**src/rtl/seq_det_pkg.sv**
```systemverilog
// Shared types, defaults and helpers for the programmable serial sequence detector.
package seq_det_pkg;

  localparam int MAX_W = 32;
  localparam int DEFAULT_LEN = 8;
  localparam logic [7:0] DEFAULT_PAT = 8'b0010_0011;

  typedef enum logic [0:0] {
    FILLING = 1'b0,
    ARMED   = 1'b1
  } state_e;

  // A zero length would make every bit a match, so it is treated as one bit.
  function automatic int len_clamp(input int len_in, input int w = DEFAULT_LEN);
    if (len_in < 1) return 1;
    if (len_in > w) return w;
    return len_in;
  endfunction

  function automatic logic [MAX_W-1:0] len_mask(input int len);
    logic [MAX_W-1:0] m;
    m = '0;
    for (int i = 0; i < MAX_W; i++) m[i] = (i < len);
    return m;
  endfunction

endpackage

```
**src/rtl/sat_counter.sv**
```systemverilog
// Saturating up-counter with synchronous active-low reset and clear.
module sat_counter #(
  parameter int CW = 8
) (
  input  logic          clk,
  input  logic          reset,
  input  logic          clr,
  input  logic          inc,
  output logic [CW-1:0] count
);

  // NOTE: sequential state uses non-blocking assignments so every flop samples pre-edge values.
  always_ff @(posedge clk) begin
    if (!reset || clr) begin
      count <= '0;
    end else if (inc && (count != '1)) begin
      count <= count + 1'b1;
    end
  end

endmodule

```
**src/rtl/seq_detector_param.sv**
```systemverilog
// Programmable serial sequence detector: run-time pattern/mask/length, valid strobe,
// overlap mode and a saturating match counter.
module seq_detector_param
  import seq_det_pkg::*;
#(
  parameter int           W        = DEFAULT_LEN,
  parameter int           CW       = 8,
  parameter logic [W-1:0] DEF_PAT  = W'(DEFAULT_PAT),
  parameter logic [W-1:0] DEF_MASK = '1,
  parameter int           DEF_LEN  = W
) (
  input  logic                     clk,
  input  logic                     reset,
  input  logic                     x,
  input  logic                     x_valid,
  input  logic                     overlap,
  input  logic                     pat_load,
  input  logic [W-1:0]             pat_in,
  input  logic [W-1:0]             mask_in,
  input  logic [$clog2(W+1)-1:0]   len_in,
  input  logic                     cnt_clr,
  output logic                     z,
  output logic [CW-1:0]            match_count,
  output logic [$clog2(W+1)-1:0]   fill
);

  localparam int LW = $clog2(W+1);
  localparam logic [LW-1:0] FULL = LW'(W);

  logic [W-1:0]  hist;
  logic [W-1:0]  pat;
  logic [W-1:0]  mask;
  logic [LW-1:0] len;
  state_e        state;
  state_e        state_n;

  logic [W-1:0]  hist_n;
  logic [LW-1:0] fill_n;
  logic [W-1:0]  lmask;
  logic          in_range;
  logic          hit;

  assign hist_n   = {hist[W-2:0], x};
  assign fill_n   = (fill == FULL) ? FULL : fill + 1'b1;
  assign lmask    = W'(len_mask(int'(len)));
  assign in_range = (fill_n >= len);
  // Bits outside the active length or masked off never block a match.
  assign hit      = x_valid && !pat_load && in_range &&
                    (((hist_n ^ pat) & mask & lmask) == '0);

  // The phase bit mirrors fill >= len; it only leaves ARMED via a restart.
  always_comb begin
    // NOTE: default assignment first so no path leaves state_n unassigned (avoids a latch).
    state_n = state;
    if (pat_load) begin
      state_n = FILLING;
    end else if (x_valid) begin
      if (hit && !overlap) state_n = FILLING;
      else if (in_range)   state_n = ARMED;
    end
  end

  always_ff @(posedge clk) begin
    if (!reset) begin
      // NOTE: the history is reset because a restart must never see stale bits.
      hist  <= '0;
      fill  <= '0;
      z     <= 1'b0;
      pat   <= DEF_PAT;
      mask  <= DEF_MASK;
      len   <= LW'(len_clamp(DEF_LEN, W));
      state <= FILLING;
    end else if (pat_load) begin
      pat   <= pat_in;
      mask  <= mask_in;
      len   <= LW'(len_clamp(int'(len_in), W));
      hist  <= '0;
      fill  <= '0;
      z     <= 1'b0;
      state <= state_n;
    end else begin
      z     <= hit;
      state <= state_n;
      if (x_valid) begin
        hist <= hist_n;
        // Non-overlap keeps the history bits but forgets how many are usable.
        fill <= (hit && !overlap) ? '0 : fill_n;
      end
    end
  end

  sat_counter #(.CW(CW)) u_count (
    .clk   (clk),
    .reset (reset),
    .clr   (cnt_clr),
    .inc   (hit),
    .count (match_count)
  );

endmodule

```
**config.mk**
```make
export PLATFORM = sky130hd
export DESIGN_NAME = seq_detector_param
export DESIGN_NICKNAME = d
export VERILOG_FILES = /design/src/rtl/seq_det_pkg.sv /design/src/rtl/sat_counter.sv /design/src/rtl/seq_detector_param.sv
export SDC_FILE = /design/constraint.sdc
export NUM_CORES = 1
export LEC_CHECK = 0
export ABC_CLOCK_PERIOD_IN_PS = 2900
export CAP_MARGIN = 20
export CORE_ASPECT_RATIO = 1.25
export CORE_MARGIN = 5
export CORE_UTILIZATION = 51
export DETAILED_ROUTE_END_ITERATION = 16
export PLACE_DENSITY = 0.79
export SLEW_MARGIN = 10
export SYNTH_ARGS = -nofsm -noshare
export SYNTH_HDL_FRONTEND = slang
export SYNTH_HIERARCHICAL = 1
export SYNTH_SLANG_ARGS = --single-unit
```
**constraint.sdc**
```tcl
create_clock -name clk -period 2.9 [get_ports clk]
set_input_delay 0.58 -clock clk [delete_from_list [all_inputs] [get_ports clk]]
set_output_delay 0.58 -clock clk [all_outputs]
set_load 0.05 [all_outputs]
```
After elaboration in Yosys (flattened, before gate mapping)
Index checks and enable logic that the tools add are counted.
{"block": "totals", "mem_count": 0, "latchBits": 0, "in_bits": 27, "mem_bits_rw": 0, "output_inout_bits": 13, "word_cells": 50, "rom_bits": 0, "register_bits": 40}
{"block": "op_classes", "n_eq_ne": 2, "n_reduce_logical": 11, "mul": 0, "magnitude_cmp": 11, "add_sub_neg": 2, "muxes": 13, "n_shift": 0, "n_div": 0, "n_bitwise": 4}
{"cell": "two-way mux 4 bit", "n": 5}
{"cell": "AND 8 bit", "n": 2}
{"cell": "less-than comparator 3 x 4 -> 1 bit, first input constant", "n": 4}
{"cell": "adder 8 x 1 -> 8 bit, second input constant", "n": 1}
{"cell": "zero test 8 bit", "n": 1}
{"cell": "less-than comparator 1 x 4 -> 1 bit, first input constant", "n": 2}
{"cell": "less-than comparator 2 x 4 -> 1 bit, first input constant", "n": 2}
{"cell": "two-way mux 1 bit", "n": 8}
{"cell": "!= test 8 bit, second input constant", "n": 1}
{"cell": "bitwise XOR 8 bit", "n": 1}
{"cell": "logical AND 1 bit", "n": 5}
{"cell": "adder 4 x 1 -> 4 bit, second input constant", "n": 1}
{"cell": "== test 4 bit, second input constant", "n": 1}
{"cell": "greater-or-equal comparator 4 bit", "n": 1}
{"cell": "> comparator 4 bit, second input constant", "n": 1}
{"cell": "less-than comparator 4 x 1 -> 1 bit, second input constant", "n": 1}
{"cell": "zero test 1 bit", "n": 3}
{"cell": "OR reduction 2 bit", "n": 1}
{"cell": "logical OR 1 bit", "n": 1}
{"cell": "NOT 1 bit", "n": 1}

Logic depth before layout (Yosys ltp)
Gate-level depths: netlist (run 1).
{"block": "logic_depth", "word_depth": 9, "depth_mapped": 12, "mapped_depth_nobuf": 12}

Modules after synthesis
Netlist (run 1), hierarchy kept.
{"module": "seq_detector_param", "area_each_um2": 1555.2, "seq_area_each_um2": 640.6, "n_inst": 1, "cells_each": 168}
{"module": "sat_counter", "area_each_um2": 421.7, "seq_area_each_um2": 160.2, "n_inst": 1, "cells_each": 46}

Least setup slack after synthesis (run 1)
Ideal clock, no wire load.
{"block": "synth_path", "kind": "reg-to-reg", "from": "register fill[0]", "to": "register u_count.count[5]", "setup_ps": 72, "stages_incl_launch_ff": 13, "t_arrival_ps": 2833, "path_buffers": 0, "slack_ps": -4, "synth_period_minus_slack_ps": 2904, "required_time_ps": 2828, "cell_sequence": "dfxtp_1 -> inv_1 -> ha_1 -> a31oi_1 -> inv_1 -> ha_1 -> nand2b_1 -> a211o_1 -> a21oi_1 -> nor4_4 -> nand4_1 -> a211oi_2 -> mux2i_1"}
{"block": "synth_via", "elab_chain_len": 6, "word_cells_on_any_way": 7, "cone_classes": "1 x add/sub; 1 x order compare; 1 x eq/ne; 1 x mux; 3 x reduce/logical"}
{"item": "from (decl)", "line": "seq_detector_param.sv:24", "rtl": "output logic [$clog2(W+1)-1:0] fill"}
{"item": "from (signal assigned)", "line": "seq_detector_param.sv:87", "rtl": "fill <= (hit && !overlap) ? '0 : fill_n;"}
{"item": "adder 4 x 1 -> 4 bit / == test 4 bit (equally long branches)", "line": "seq_detector_param.sv:44", "rtl": "assign fill_n = (fill == FULL) ? FULL : fill + 1'b1;"}
{"item": "two-way mux 4 bit *", "line": "seq_detector_param.sv:44"}
{"item": "greater-or-equal comparator 4 bit *", "line": "seq_detector_param.sv:46", "rtl": "assign in_range = (fill_n >= len);"}
{"item": "logical AND 1 bit * (2 in series)", "line": "seq_detector_param.sv:48", "rtl": "assign hit = x_valid && !pat_load && in_range &&"}
{"item": "via hit", "line": "seq_detector_param.sv:41", "rtl": "logic hit;"}
{"item": "logical AND 1 bit *", "line": "sat_counter.sv:16", "rtl": "end else if (inc && (count != '1)) begin"}
{"item": "to (signal assigned)", "line": "sat_counter.sv:17", "rtl": "count <= count + 1'b1;"}
{"item": "to (decl)", "line": "sat_counter.sv:9", "rtl": "output logic [CW-1:0] count"}
Mark *: on every way through the listed nets, which the timed path passes. The rest lies on a longest branch.
A chain may end at the register's enable or synchronous reset.

Final worst setup path (run 1)
{"block": "layout_path", "from": "register fill[1]", "to": "register u_count.count[6]"}
The elaborated chain is that of the path after synthesis.

==> metrics.md, run 1 <==
| Metric | Value |
|---|---|
| FFs w/ async S/R, synth | 0% |
| CP max stage delay | 0.39 ns |
| Minimum clock period | 2.67 ns |
| Commonest non-fill, non-tap cells in the layout | 39 x dfxtp_1, 39 x clkdlybuf4s50_1, 27 x mux2i_1 |
| Postcts setup bufs | 0 |
| DR WL met2 | 2.11 mm |
| Worst R2R End | u_count/count[6]$_SDFFE_PP0P_ |
| Worst skew pair latency | 0.29 ns |
| Share of cells above drive strength 1 | 7.36% |
| Initial Utilization | 52.7% |
| Average wire per standard cell | 14.8 microns |
| Post-synthesis xor/xnor area fraction | 4.43% |
| Metal-1 WL | 1.97 mm |
| Mux contribution to synthesized area | 13.7% |
| Routed wl met3 | 222 microns |
| Final max-slew violation count | 0 |
| Initial antenna violation count | 0 |
| CP arrival | 2.90 ns |
| Starting DRT DRC Count | 46 |
| WHS | 0.474 ns |
| Fmax | 375 MHz |
| Final Hold Vio Count | 0 |
| ANT nets after route | 0 |
| Core Util, Final | 67.8% |
| Top_reg_cell synth | dfxtp_1 |
| Cell Area, Synth | 1980 sq um |
| Rows | 25 |
| Max-slew headroom | 64.6% |
| GPL Wtd Cong | 0.833 |
| Setup CP Type | reg2reg |
| Global-route wire length before repair | 7.37 mm |
| CTS clk-pin slew, worst paths | 0.08 ns |
| # DRC | 0 |
| First-pass DRT Iterations | 4 |
| Dpl cell area | 2420 sq um |
| # H-tree levels | 2 |
| Adder-cell share of the synthesized area | 4.43% |
| Ys Warns | 6 |
| Ant. Diodes | 0 |
| Crit. path cell count | 12 |
| Ports | 40 |
| Worst IR Drop VDD | 0.344 mV |
| CTS Buf Count | 5 |
| Critical path's slowest cell | dfxtp_1 |
| TritonCTS clock tree | done |
| Hold WC Path Type | reg2reg |
| Post-CTS Resized | 0 |
| Die area | 5230 sq um |
| Hold EP | mask[0]$_SDFFE_PN1P_ |
| Worst-Margin Slew | 0.530 ns |
| Pre-CTS WS | 0.264 ns |
| Seq cells post-synth | 40 |
| Final TNS setup | 0 ns |
| IO buf count | 39 |
| Finished Cell Area | 2550 sq um |
| Max Root-Sink Buffers | 2 |
| Post-synthesis sequential area ratio | 40.5% |
| Leakage | 1.04 nW |
| RR Startpoint | fill[1]$_SDFFE_PP0P_ |
| Max layer used | met4 |
| Simple-gate share of the synthesized area | 20.2% |
| Nets | 291 |
| Hold Path Origin | mask[0]$_SDFFE_PN1P_ |
| Fin crit share | 92.0% |
| Run status | completed |
| Largest family of logic cells by synthesized area | simple AND/OR/NAND/NOR gates |
| Cell family with most CP delay | compound AO/OA/AOI/OAI gates |
| WP buf/inv | 2 |
| Die height | 79.6 microns |
| CTS root buffer | clkbuf_8 |
| Critical Path Source | fill[1]$_SDFFE_PP0P_ |
| Post-detail-place hpwl | 3.23 mm |
| Vias post-DR | 1665 |
| Layout area overhead | 28.8% |
| Die width | 65.7 microns |
| Largest net degree at the start of global routing | 26 |
| Synth cell types | 40 |
| Vias per cell | 5.59 |
| Cts hold-fix bufs | 0 |
| Register-to-register setup slack | 0.23 ns |
| Compound-gate portion of the synthesized area | 13.5% |
| Drt total wl | 4.41 mm |
| Clock Sinks | 40 |
| Worst path cell trace | inv_1, ha_1, a31oi_1, inv_1, ha_1, nand2b_1, a211o_1, a21oi_1, nor4_4, and4_1, a41o_1, nor2_1 |
| CP max FO | 5 |
| Core area | 3750 sq um |
| Pwr/cell area | 476 nW/um^2 |
| Startpoint types | flip-flop |
| Data required, critical path | 3.14 ns |
| Crit end category | flip-flop |
| Overflow left after global routing | 0 |
| Net count after synthesis | 248 |
| Final setup viols | 0 |
| RSZ-0062 raised after global routing | no |
| Cells after Synth | 214 |
| Hold depth | 2 |
| GRT Util Overall | 18.1% |
| Mean Syn Cell Area | 9.24 sq um |
| Vias in the first global route | 1639 |
| R2r worst-path depth | 12 |
| Worst Slack Setup Final | 0.231 ns |
| Final Skew | 0.00933 ns |
| Post-synth EDFFs | 0 |
| Max cap viols | 0 |
[how the worst max path moves through the flow]
stage and end:
5_1_grt u_count/count[4]$_SDFFE_PP0P_, 2_1_floorplan u_count/count[5]$_SDFFE_PP0P_, 4_1_cts u_count/count[6]$_SDFFE_PP0P_, 3_3_place_gp u_count/count[6]$_SDFFE_PP0P_
3_5_place_dp u_count/count[6]$_SDFFE_PP0P_, 6_report u_count/count[6]$_SDFFE_PP0P_
[metal layers]
layer  track usage (%)  up-vias
met5                 0        -
met3              5.21       11
met2              30.7       53
li1                  -      852
met1              21.3      749
met4              7.05        0
[metrics by stage]
step / power (mW) / instances
after floorplan: 0.682 / 214
after global placement: 0.744 / 290
after detailed placement: 0.747 / 290
after CTS: 1.22 / 298
after global routing: 1.26 / 298
final: 1.21 / 298
[Yosys cell counts, types with 3 or more instances]
master	number	share of area, %
and2_1	3	0.95
o21ai_0	5	1.3
clkbuf_1	3	0.57
a31oi_1	7	2.2
nand3_1	9	2.3
nand2b_1	5	1.6
xor2_1	9	4.0
o22ai_1	4	1.3
and4_1	3	1.3
dfxtp_1	40	41
nand2_1	21	4.0
nor2b_1	10	3.2
a21oi_1	6	1.5
inv_1	9	1.7
mux2i_1	27	14
a311oi_1	3	1.3
ha_1	7	4.4
nor2_1	14	2.7
buf_1	4	0.76
nand4_1	3	0.95
[layout make-up]
class,count,area (sq um)
clock buffer,6,82.6
sequential,40,802
fill,302,1210
timing repair buffer,44,428
inverter,9,33.8
clock inverter,2,38.8
multi-input combinational,157,1110
tap,40,50.0
[worst min-delay path: stages, from the launching register on]
cell,delay [ns]
dfxtp_1,0.33
mux2i_1,0.06
nand2_1,0.06
[registers in the layout (all words and copies together) (netlist names)]
register       flops
u_count/count      8
pat                8
mask               8
fill               4
hist               7
len                4
z                  1
[power by group]
| group | total [mW] | internal [mW] | switching, mW |
|---|---|---|---|
| logic | 0.152 | 0.0800 | 0.0721 |
| clock network | 0.475 | 0.281 | 0.194 |
| registers | 0.584 | 0.568 | 0.0162 |
[logic make-up (layout without fill, tap and decap cells)]
group,Yosys count,after routing
and+or+nand+nor,75,75
muxes,27,27
adders and majority gates,7,7
xor gates and xnor gates,10,10
DFF,40,40
AOI/OAI and AO/OA,38,38
buffers and inverters,17,61
No activity file was read; power rests on OpenSTA's default activity.
==> run 2: changes to the inputs <==
--- a/config.mk
+++ b/config.mk
@@ -5,7 +5,6 @@
 export SDC_FILE = /design/constraint.sdc
 export NUM_CORES = 1
 export LEC_CHECK = 0
-export ABC_CLOCK_PERIOD_IN_PS = 2900
 export CAP_MARGIN = 20
 export CORE_ASPECT_RATIO = 1.25
 export CORE_MARGIN = 5
==> results of run 2 <==
Same layout as run 1: the final DEF is identical, and so are final timing and power.
